`src/rtl/mem_bus_arbiter.sv`:
```
// mem_bus_arbiter: shares one main-memory port between the instruction-side
// and data-side cache requesters. Round-robin grant, one block-aligned
// command per grant, a BURST_LEN-beat data phase, and a watchdog that aborts
// a transaction when the memory side stops making progress.
//
// Command handshake: MEM_VALID is high for every cycle in CMD and holds
// MEM_WE/MEM_ADDR stable; the command transfers on the cycle where
// MEM_VALID && MEM_READY. MEM_VALID only drops without MEM_READY when the
// watchdog aborts the command. Data beats have no valid from this side:
// each MEM_BEAT_ACK seen in DATA completes exactly one beat.
module mem_bus_arbiter #(
  parameter int ADDR_W    = 32,
  parameter int DATA_W    = 32,
  parameter int BURST_LEN = 4,
  parameter int TIMEOUT   = 64
) (
  input  logic                         CLK,
  input  logic                         RST_N,
  input  logic                         REQ_I,
  input  logic [ADDR_W-1:0]            ADDR_I,
  input  logic                         REQ_D,
  input  logic                         WE_D,
  input  logic [ADDR_W-1:0]            ADDR_D,
  input  logic [DATA_W-1:0]            WDATA_D,
  output logic                         GNT_I,
  output logic                         GNT_D,
  output logic                         BEAT_I,
  output logic                         BEAT_D,
  output logic [$clog2(BURST_LEN)-1:0] BEAT_IDX,
  output logic [DATA_W-1:0]            RDATA,
  output logic                         DONE_I,
  output logic                         DONE_D,
  output logic                         ERR_I,
  output logic                         ERR_D,
  output logic                         MEM_VALID,
  output logic                         MEM_WE,
  output logic [ADDR_W-1:0]            MEM_ADDR,
  input  logic                         MEM_READY,
  output logic [DATA_W-1:0]            MEM_WDATA,
  input  logic                         MEM_BEAT_ACK,
  input  logic [DATA_W-1:0]            MEM_RDATA,
  output logic [1:0]                   dbg_state
);

  localparam int IDX_W = $clog2(BURST_LEN);
  localparam int WD_W  = (TIMEOUT > 2) ? $clog2(TIMEOUT) : 1;

  // Byte address with the block offset (beat index + 4-byte word) cleared.
  localparam logic [ADDR_W-1:0] ADDR_MASK =
    ~((ADDR_W'(1) << (IDX_W + 2)) - ADDR_W'(1));

  // The progress edge itself counts as cycle 0, so the abort lands in RESP
  // exactly TIMEOUT cycles after the last MEM_READY / MEM_BEAT_ACK (or after
  // the grant edge if the command is never accepted).
  localparam logic [WD_W-1:0] WD_LIMIT = WD_W'(TIMEOUT - 2);

  localparam logic [IDX_W-1:0] LAST_IDX = IDX_W'(BURST_LEN - 1);

  typedef enum logic [1:0] {
    S_IDLE = 2'd0,
    S_CMD  = 2'd1,
    S_DATA = 2'd2,
    S_RESP = 2'd3
  } state_t;

  state_t            state_q;
  state_t            state_d;

  logic              owner_d_q;  // 1: D side owns the current transaction
  logic              last_d_q;   // 1: D side was served most recently
  logic              we_q;
  logic [ADDR_W-1:0] addr_q;
  logic [IDX_W-1:0]  idx_q;
  logic [WD_W-1:0]   wd_q;
  logic              err_q;
  logic              beat_q;
  logic [DATA_W-1:0] rdata_q;

  logic              req_any;
  logic              pick_d;
  logic              progress;
  logic              wd_expire;
  logic              last_beat;

  // Arbitration and progress decode shared by next-state and datapath logic.
  always_comb begin
    req_any   = REQ_I | REQ_D;
    pick_d    = REQ_D & (~REQ_I | ~last_d_q);
    progress  = ((state_q == S_CMD)  & MEM_READY) |
                ((state_q == S_DATA) & MEM_BEAT_ACK);
    wd_expire = ~progress & (wd_q == WD_LIMIT);
    last_beat = (idx_q == LAST_IDX);
  end

  // State register.
  always_ff @(posedge CLK or negedge RST_N) begin
    if (!RST_N) begin
      state_q <= S_IDLE;
    end else begin
      state_q <= state_d;
    end
  end

  // Next-state logic.
  always_comb begin
    state_d = state_q;
    case (state_q)
      S_IDLE: begin
        if (req_any) state_d = S_CMD;
      end
      S_CMD: begin
        if (MEM_READY)      state_d = S_DATA;
        else if (wd_expire) state_d = S_RESP;
      end
      S_DATA: begin
        if (MEM_BEAT_ACK && last_beat) state_d = S_RESP;
        else if (wd_expire)            state_d = S_RESP;
      end
      S_RESP: begin
        state_d = S_IDLE;
      end
      default: begin
        state_d = S_IDLE;
      end
    endcase
  end

  // Transaction datapath: latched command, beat counter, watchdog, read data.
  always_ff @(posedge CLK or negedge RST_N) begin
    if (!RST_N) begin
      owner_d_q <= 1'b0;
      last_d_q  <= 1'b0;
      we_q      <= 1'b0;
      addr_q    <= '0;
      idx_q     <= '0;
      wd_q      <= '0;
      err_q     <= 1'b0;
      beat_q    <= 1'b0;
      rdata_q   <= '0;
    end else begin
      beat_q <= (state_q == S_DATA) & MEM_BEAT_ACK;
      case (state_q)
        S_IDLE: begin
          if (req_any) begin
            owner_d_q <= pick_d;
            we_q      <= pick_d & WE_D;
            addr_q    <= (pick_d ? ADDR_D : ADDR_I) & ADDR_MASK;
            idx_q     <= '0;
            wd_q      <= '0;
            err_q     <= 1'b0;
          end
        end
        S_CMD: begin
          if (MEM_READY)      wd_q  <= '0;
          else if (wd_expire) err_q <= 1'b1;
          else                wd_q  <= wd_q + WD_W'(1);
        end
        S_DATA: begin
          if (MEM_BEAT_ACK) begin
            wd_q  <= '0;
            idx_q <= idx_q + IDX_W'(1);
            if (!we_q) rdata_q <= MEM_RDATA;
          end else if (wd_expire) begin
            err_q <= 1'b1;
          end else begin
            wd_q <= wd_q + WD_W'(1);
          end
        end
        S_RESP: begin
          last_d_q <= owner_d_q;
          idx_q    <= '0;
          wd_q     <= '0;
        end
        default: begin
          idx_q <= '0;
        end
      endcase
    end
  end

  // Output decode from state and the latched transaction.
  always_comb begin
    GNT_I     = (state_q != S_IDLE) & ~owner_d_q;
    GNT_D     = (state_q != S_IDLE) &  owner_d_q;
    BEAT_I    = beat_q & ~owner_d_q;
    BEAT_D    = beat_q &  owner_d_q;
    DONE_I    = (state_q == S_RESP) & ~owner_d_q;
    DONE_D    = (state_q == S_RESP) &  owner_d_q;
    ERR_I     = (state_q == S_RESP) & err_q & ~owner_d_q;
    ERR_D     = (state_q == S_RESP) & err_q &  owner_d_q;
    MEM_VALID = (state_q == S_CMD);
    MEM_WE    = we_q;
    MEM_ADDR  = addr_q;
    MEM_WDATA = ((state_q == S_DATA) && we_q) ? WDATA_D : '0;
    BEAT_IDX  = idx_q;
    RDATA     = rdata_q;
    dbg_state = state_q;
  end

endmodule

```
`config.mk`:
```
export PLATFORM = sky130hd
export DESIGN_NAME = mem_bus_arbiter
export DESIGN_NICKNAME = d
export VERILOG_FILES = /design/src/rtl/mem_bus_arbiter.sv
export SDC_FILE = /design/constraint.sdc
export NUM_CORES = 1
export LEC_CHECK = 0
export ABC_AREA = 1
export CAP_MARGIN = 15
export CELL_PAD_IN_SITES_DETAIL_PLACEMENT = 0
export CELL_PAD_IN_SITES_GLOBAL_PLACEMENT = 1
export CORE_ASPECT_RATIO = 1.75
export CORE_MARGIN = 5
export CORE_UTILIZATION = 26
export CTS_CLUSTER_DIAMETER = 200
export DETAILED_ROUTE_END_ITERATION = 6
export PLACE_DENSITY = 0.82
export SKIP_CTS_REPAIR_TIMING = 1
export SYNTH_ARGS = -nofsm -noshare
export SYNTH_HDL_FRONTEND = slang
export SYNTH_SLANG_ARGS = --single-unit
```
`constraint.sdc`:
```
create_clock -name CLK -period 2.2 [get_ports CLK]
set_input_delay 0.44 -clock CLK [delete_from_list [all_inputs] [get_ports CLK]]
set_output_delay 0.44 -clock CLK [all_outputs]
set_load 0.05 [all_outputs]
```
==> impl_metrics.prom <==
# TYPE chip_impl_metric gauge
chip_impl_metric{name="synth.yosys.warnings",unit=""} 0
chip_impl_metric{name="mappedNetlistArea",unit="um2"} 3890
chip_impl_metric{name="clock.fmax",unit="GHz"} 0.475
chip_impl_metric{name="area_delta_synth_final",unit="%"} 84.7
chip_impl_metric{name="synth_cell_type_count",unit=""} 29
chip_impl_metric{name="wirelength",unit="mm"} 13.2
chip_impl_metric{name="grt_pass1_vias",unit=""} 3935
chip_impl_metric{name="critical-path-max-stage-delay",unit="ns"} 0.45
chip_impl_metric{name="fp.dieW",unit="um"} 103
chip_impl_metric{name="cp_data_arrival_time",unit="ns"} 1.67
chip_impl_metric{name="finalWorstPathRequiredPeriod",unit="ns"} 2.11
chip_impl_metric{name="grt_pass1_wl",unit="mm"} 19.8
chip_impl_metric{name="path_clk_slew",unit="ns"} 0.06
chip_impl_info{name="crit_family",value="buffers and inverters"} 1
chip_impl_metric{name="vdd.ir_drop.worst",unit="uV"} 703
chip_impl_metric{name="num_antenna_cells",unit=""} 0
chip_impl_metric{name="place_ws",unit="ns"} 0.160
chip_impl_metric{name="routed_wire_length_per_instance",unit="um"} 15.6
chip_impl_metric{name="htree_levels",unit=""} 3
chip_impl_info{name="crit_path_top_delay_cell",value="dfrtp_2"} 1
chip_impl_info{name="timing.setup.critical_path_class",value="flop to output pin"} 1
chip_impl_metric{name="vias",unit=""} 3727
chip_impl_metric{name="clkLatencyLatePin",unit="ns"} 0.33
chip_impl_metric{name="fraction_of_layout_instances_using_a_drive_strength_above_1",unit="%"} 23.0
chip_impl_metric{name="drv_cap",unit=""} 0
chip_impl_info{name="start_kind",value="flop"} 1
chip_impl_metric{name="io_pins",unit=""} 245
chip_impl_metric{name="start_util",unit="%"} 26.3
chip_impl_metric{name="port-buffer-count",unit=""} 232
chip_impl_info{name="layout.cells.most_common",value="clkdlybuf4s50_1"} 1
chip_impl_metric{name="finalPower",unit="mW"} 9.71
chip_impl_metric{name="grt_max_degree",unit=""} 42
chip_impl_metric{name="via_density_per_instance",unit=""} 4.39
chip_impl_info{name="run_status",value="complete, no violations"} 1
chip_impl_metric{name="worst-r2r-setup-slack",unit="ns"} 0.37
chip_impl_metric{name="cp.buffers_inverters",unit=""} 2
chip_impl_metric{name="multiInputGateArea",unit="um2"} 1780
chip_impl_info{name="top_layer",value="met4"} 1
chip_impl_metric{name="synth-seq-area-share",unit="%"} 48.2
chip_impl_metric{name="post-route-period-util",unit="%"} 95.7
chip_impl_metric{name="cts_num_sinks",unit=""} 75
chip_impl_metric{name="nets",unit=""} 805
chip_impl_metric{name="place_hpwl",unit="mm"} 10.6
chip_impl_metric{name="power_density",unit="nW/um2"} 1350
chip_impl_metric{name="worst_slew_margin_rel",unit="%"} 61.5
chip_impl_metric{name="ys_async_sr_fraction",unit="%"} 100
chip_impl_metric{name="worstMarginPinSlew",unit="ns"} 0.576
chip_impl_info{name="cts_tree",value="done"} 1
chip_impl_info{name="cp-end-kind",value="output pin"} 1
chip_impl_metric{name="die_area",unit="um2"} 17600
chip_impl_info{name="most-common-layout-cells",value="clkdlybuf4s50_1, dfrtp_1, nand2_1, inv_1, nor2_1"} 1
chip_impl_metric{name="gp_congestion",unit=""} 0.806
chip_impl_metric{name="met3_wirelength",unit="mm"} 1.13
chip_impl_info{name="r2r_start",value="dbg_state[1]"} 1
chip_impl_metric{name="ys_ff_latch",unit=""} 75
chip_impl_metric{name="core.rowCount",unit=""} 59
chip_impl_info{name="rsz_0062_raised_after_global_routing",value="false"} 1
chip_impl_metric{name="worstPathRequired",unit="ns"} 1.76
chip_impl_metric{name="worst_slack",unit="ns"} 0.0943
chip_impl_metric{name="sequential_cell_area",unit="um2"} 1880
chip_impl_metric{name="synth_cells",unit=""} 432
chip_impl_metric{name="crit_fanout",unit=""} 32
chip_impl_metric{name="maxSlewViolCount",unit=""} 0
chip_impl_metric{name="avgSynthCellArea",unit="um2"} 9.02
chip_impl_metric{name="detail_route.iter0.violations",unit=""} 70
chip_impl_metric{name="detail_route.first_pass.iterations",unit=""} 6
chip_impl_metric{name="number_of_antenna_violations_at_the_first_check_in_global_routing",unit=""} 0
chip_impl_metric{name="die_boundary_height",unit="um"} 172
chip_impl_metric{name="report.final.hold_viol_count",unit=""} 0
chip_impl_metric{name="post-route-drc-count",unit=""} 0
chip_impl_info{name="synth-main-ff-cell",value="dfrtp_1"} 1
chip_impl_metric{name="amount_of_wire_on_met2_after_detailed_routing",unit="mm"} 7.60
chip_impl_metric{name="core_region_area",unit="um2"} 14800
chip_impl_metric{name="wirelength_met1",unit="mm"} 4.19
chip_impl_metric{name="leakage",unit="nW"} 3.30
chip_impl_info{name="min-delay-path-class",value="primary input to asynchronous set/reset pin"} 1
chip_impl_info{name="cts_root_buffer",value="clkbuf_16"} 1
chip_impl_info{name="worstSetupStartpoint",value="dbg_state[1]"} 1
chip_impl_metric{name="number_of_synthesized_flops_with_an_enable_pin",unit=""} 0
chip_impl_info{name="crit_path_cell_trace",value="ha_2 -> nand2_1 -> buf_8 -> nor2_2 -> buf_12"} 1
chip_impl_metric{name="clock-skew-final",unit="ns"} 0.0116
chip_impl_metric{name="globalRouteTotalUtil",unit="%"} 14.4
chip_impl_metric{name="clk_path_buf_depth",unit=""} 2
chip_impl_metric{name="postRouteAntennaNets",unit=""} 0
chip_impl_metric{name="grt_overflow_total",unit=""} 0
chip_impl_metric{name="cts_made_buffers",unit=""} 9
chip_impl_metric{name="setup_violation_total_in_the_final_timing_report",unit=""} 0
chip_impl_metric{name="final.fill_count",unit=""} 1346
cell usage after synthesis, types with 2 or more instances:
cell type | instances | area [um2]
a21oi_1 | 2 | 10.0
buf_2 | 3 | 15.0
buf_4 | 6 | 45.0
buf_6 | 5 | 56.3
clkbuf_1 | 9 | 33.8
dfrtp_1 | 75 | 1880
ha_1 | 9 | 113
inv_1 | 52 | 195
inv_2 | 2 | 7.51
mux2_2 | 2 | 22.5
mux2_4 | 30 | 450
nand2_1 | 73 | 274
nand3_1 | 11 | 55.1
nor2_1 | 77 | 289
nor3_1 | 2 | 10.0
o21ai_0 | 33 | 165
o21ai_1 | 19 | 95.1
o21ai_2 | 11 | 96.3
final cells by class:
cell class | instances | share of cell area, %
Timing Repair Buffer | 239 | 38.7
Sequential cell | 75 | 26.1
Multi-Input combinational cell | 281 | 24.8
Tap cell | 183 | 3.18
Clock buffer | 9 | 3.13
Inverter | 55 | 2.90
Clock inverter | 7 | 1.15
stage by stage:
step	utilization (%)	hold slack (ns)	TNS (ns)	instance area (um2)	cells
after floorplan	-	0.144	-7.12	3920	435
after global placement	45.5	0.417	0	6760	833
after detailed placement	45.5	0.422	0	6760	833
after CTS	47.6	0.0612	-1.14	7070	849
after global routing	48.5	0.0831	0	7190	849
final	48.5	0.0526	0	7190	849
cells by family (layout without fill, tap and decap cells):
group,count (synthesis),after routing,synth area share [%]
other,1,4,0.0963
AND/OR/NAND/NOR,168,168,17.1
AO/OA/AOI/OAI,67,67,9.80
multiplexers,32,32,12.1
XOR/XNOR,1,1,0.225
adder cells (fa/ha/maj),9,9,2.89
buffers and inverters,79,310,9.57
flip-flops,75,75,48.2
sequential cells by signal (all words and copies together) (netlist names):
| signal | cells |
|---|---|
| last_d_q | 1 |
| err_q | 1 |
| dbg_state | 2 |
| MEM_WE | 1 |
| owner_d_q | 1 |
| MEM_ADDR | 28 |
| beat_q | 1 |
| wd_q | 6 |
| RDATA | 32 |
| BEAT_IDX | 2 |
worst register-to-register path: cells and delay by family, from the launching register on:
kind	cells	cell delay [ns]
AO/OA/AOI/OAI	3	0.47
buffers and inverters	2	0.46
flip-flops	1	0.45
adder cells (fa/ha/maj)	1	0.36
layer usage:
| layer | up-vias | global-route usage, % |
|---|---|---|
| met4 | 0 | 4.74 |
| met1 | 1753 | 13.6 |
| li1 | 1801 | - |
| met3 | 19 | 4.12 |
| met2 | 154 | 28.6 |
| met5 | - | 0 |
path summary, 6_finish.rpt:
| check | to | cells past startpoint |
|---|---|---|
| max | MEM_WDATA[30] | 5 |
| min | RDATA[9] | 1 |
| max reg2reg | MEM_ADDR[12] | 6 |
| min reg2reg | MEM_ADDR[28] | 2 |
| max in group asynchronous | dbg_state[1] | 2 |
| min in group CLK | MEM_ADDR[28] | 2 |
where the power goes:
part / switching [mW] / total (mW) / internal, mW
sequential: 0.371 / 2.37 / 2.00
clock: 0.628 / 1.53 / 0.899
combinational: 3.65 / 5.82 / 2.17
total: 4.65 / 9.71 / 5.06
Power figures use the tool's default switching activity.
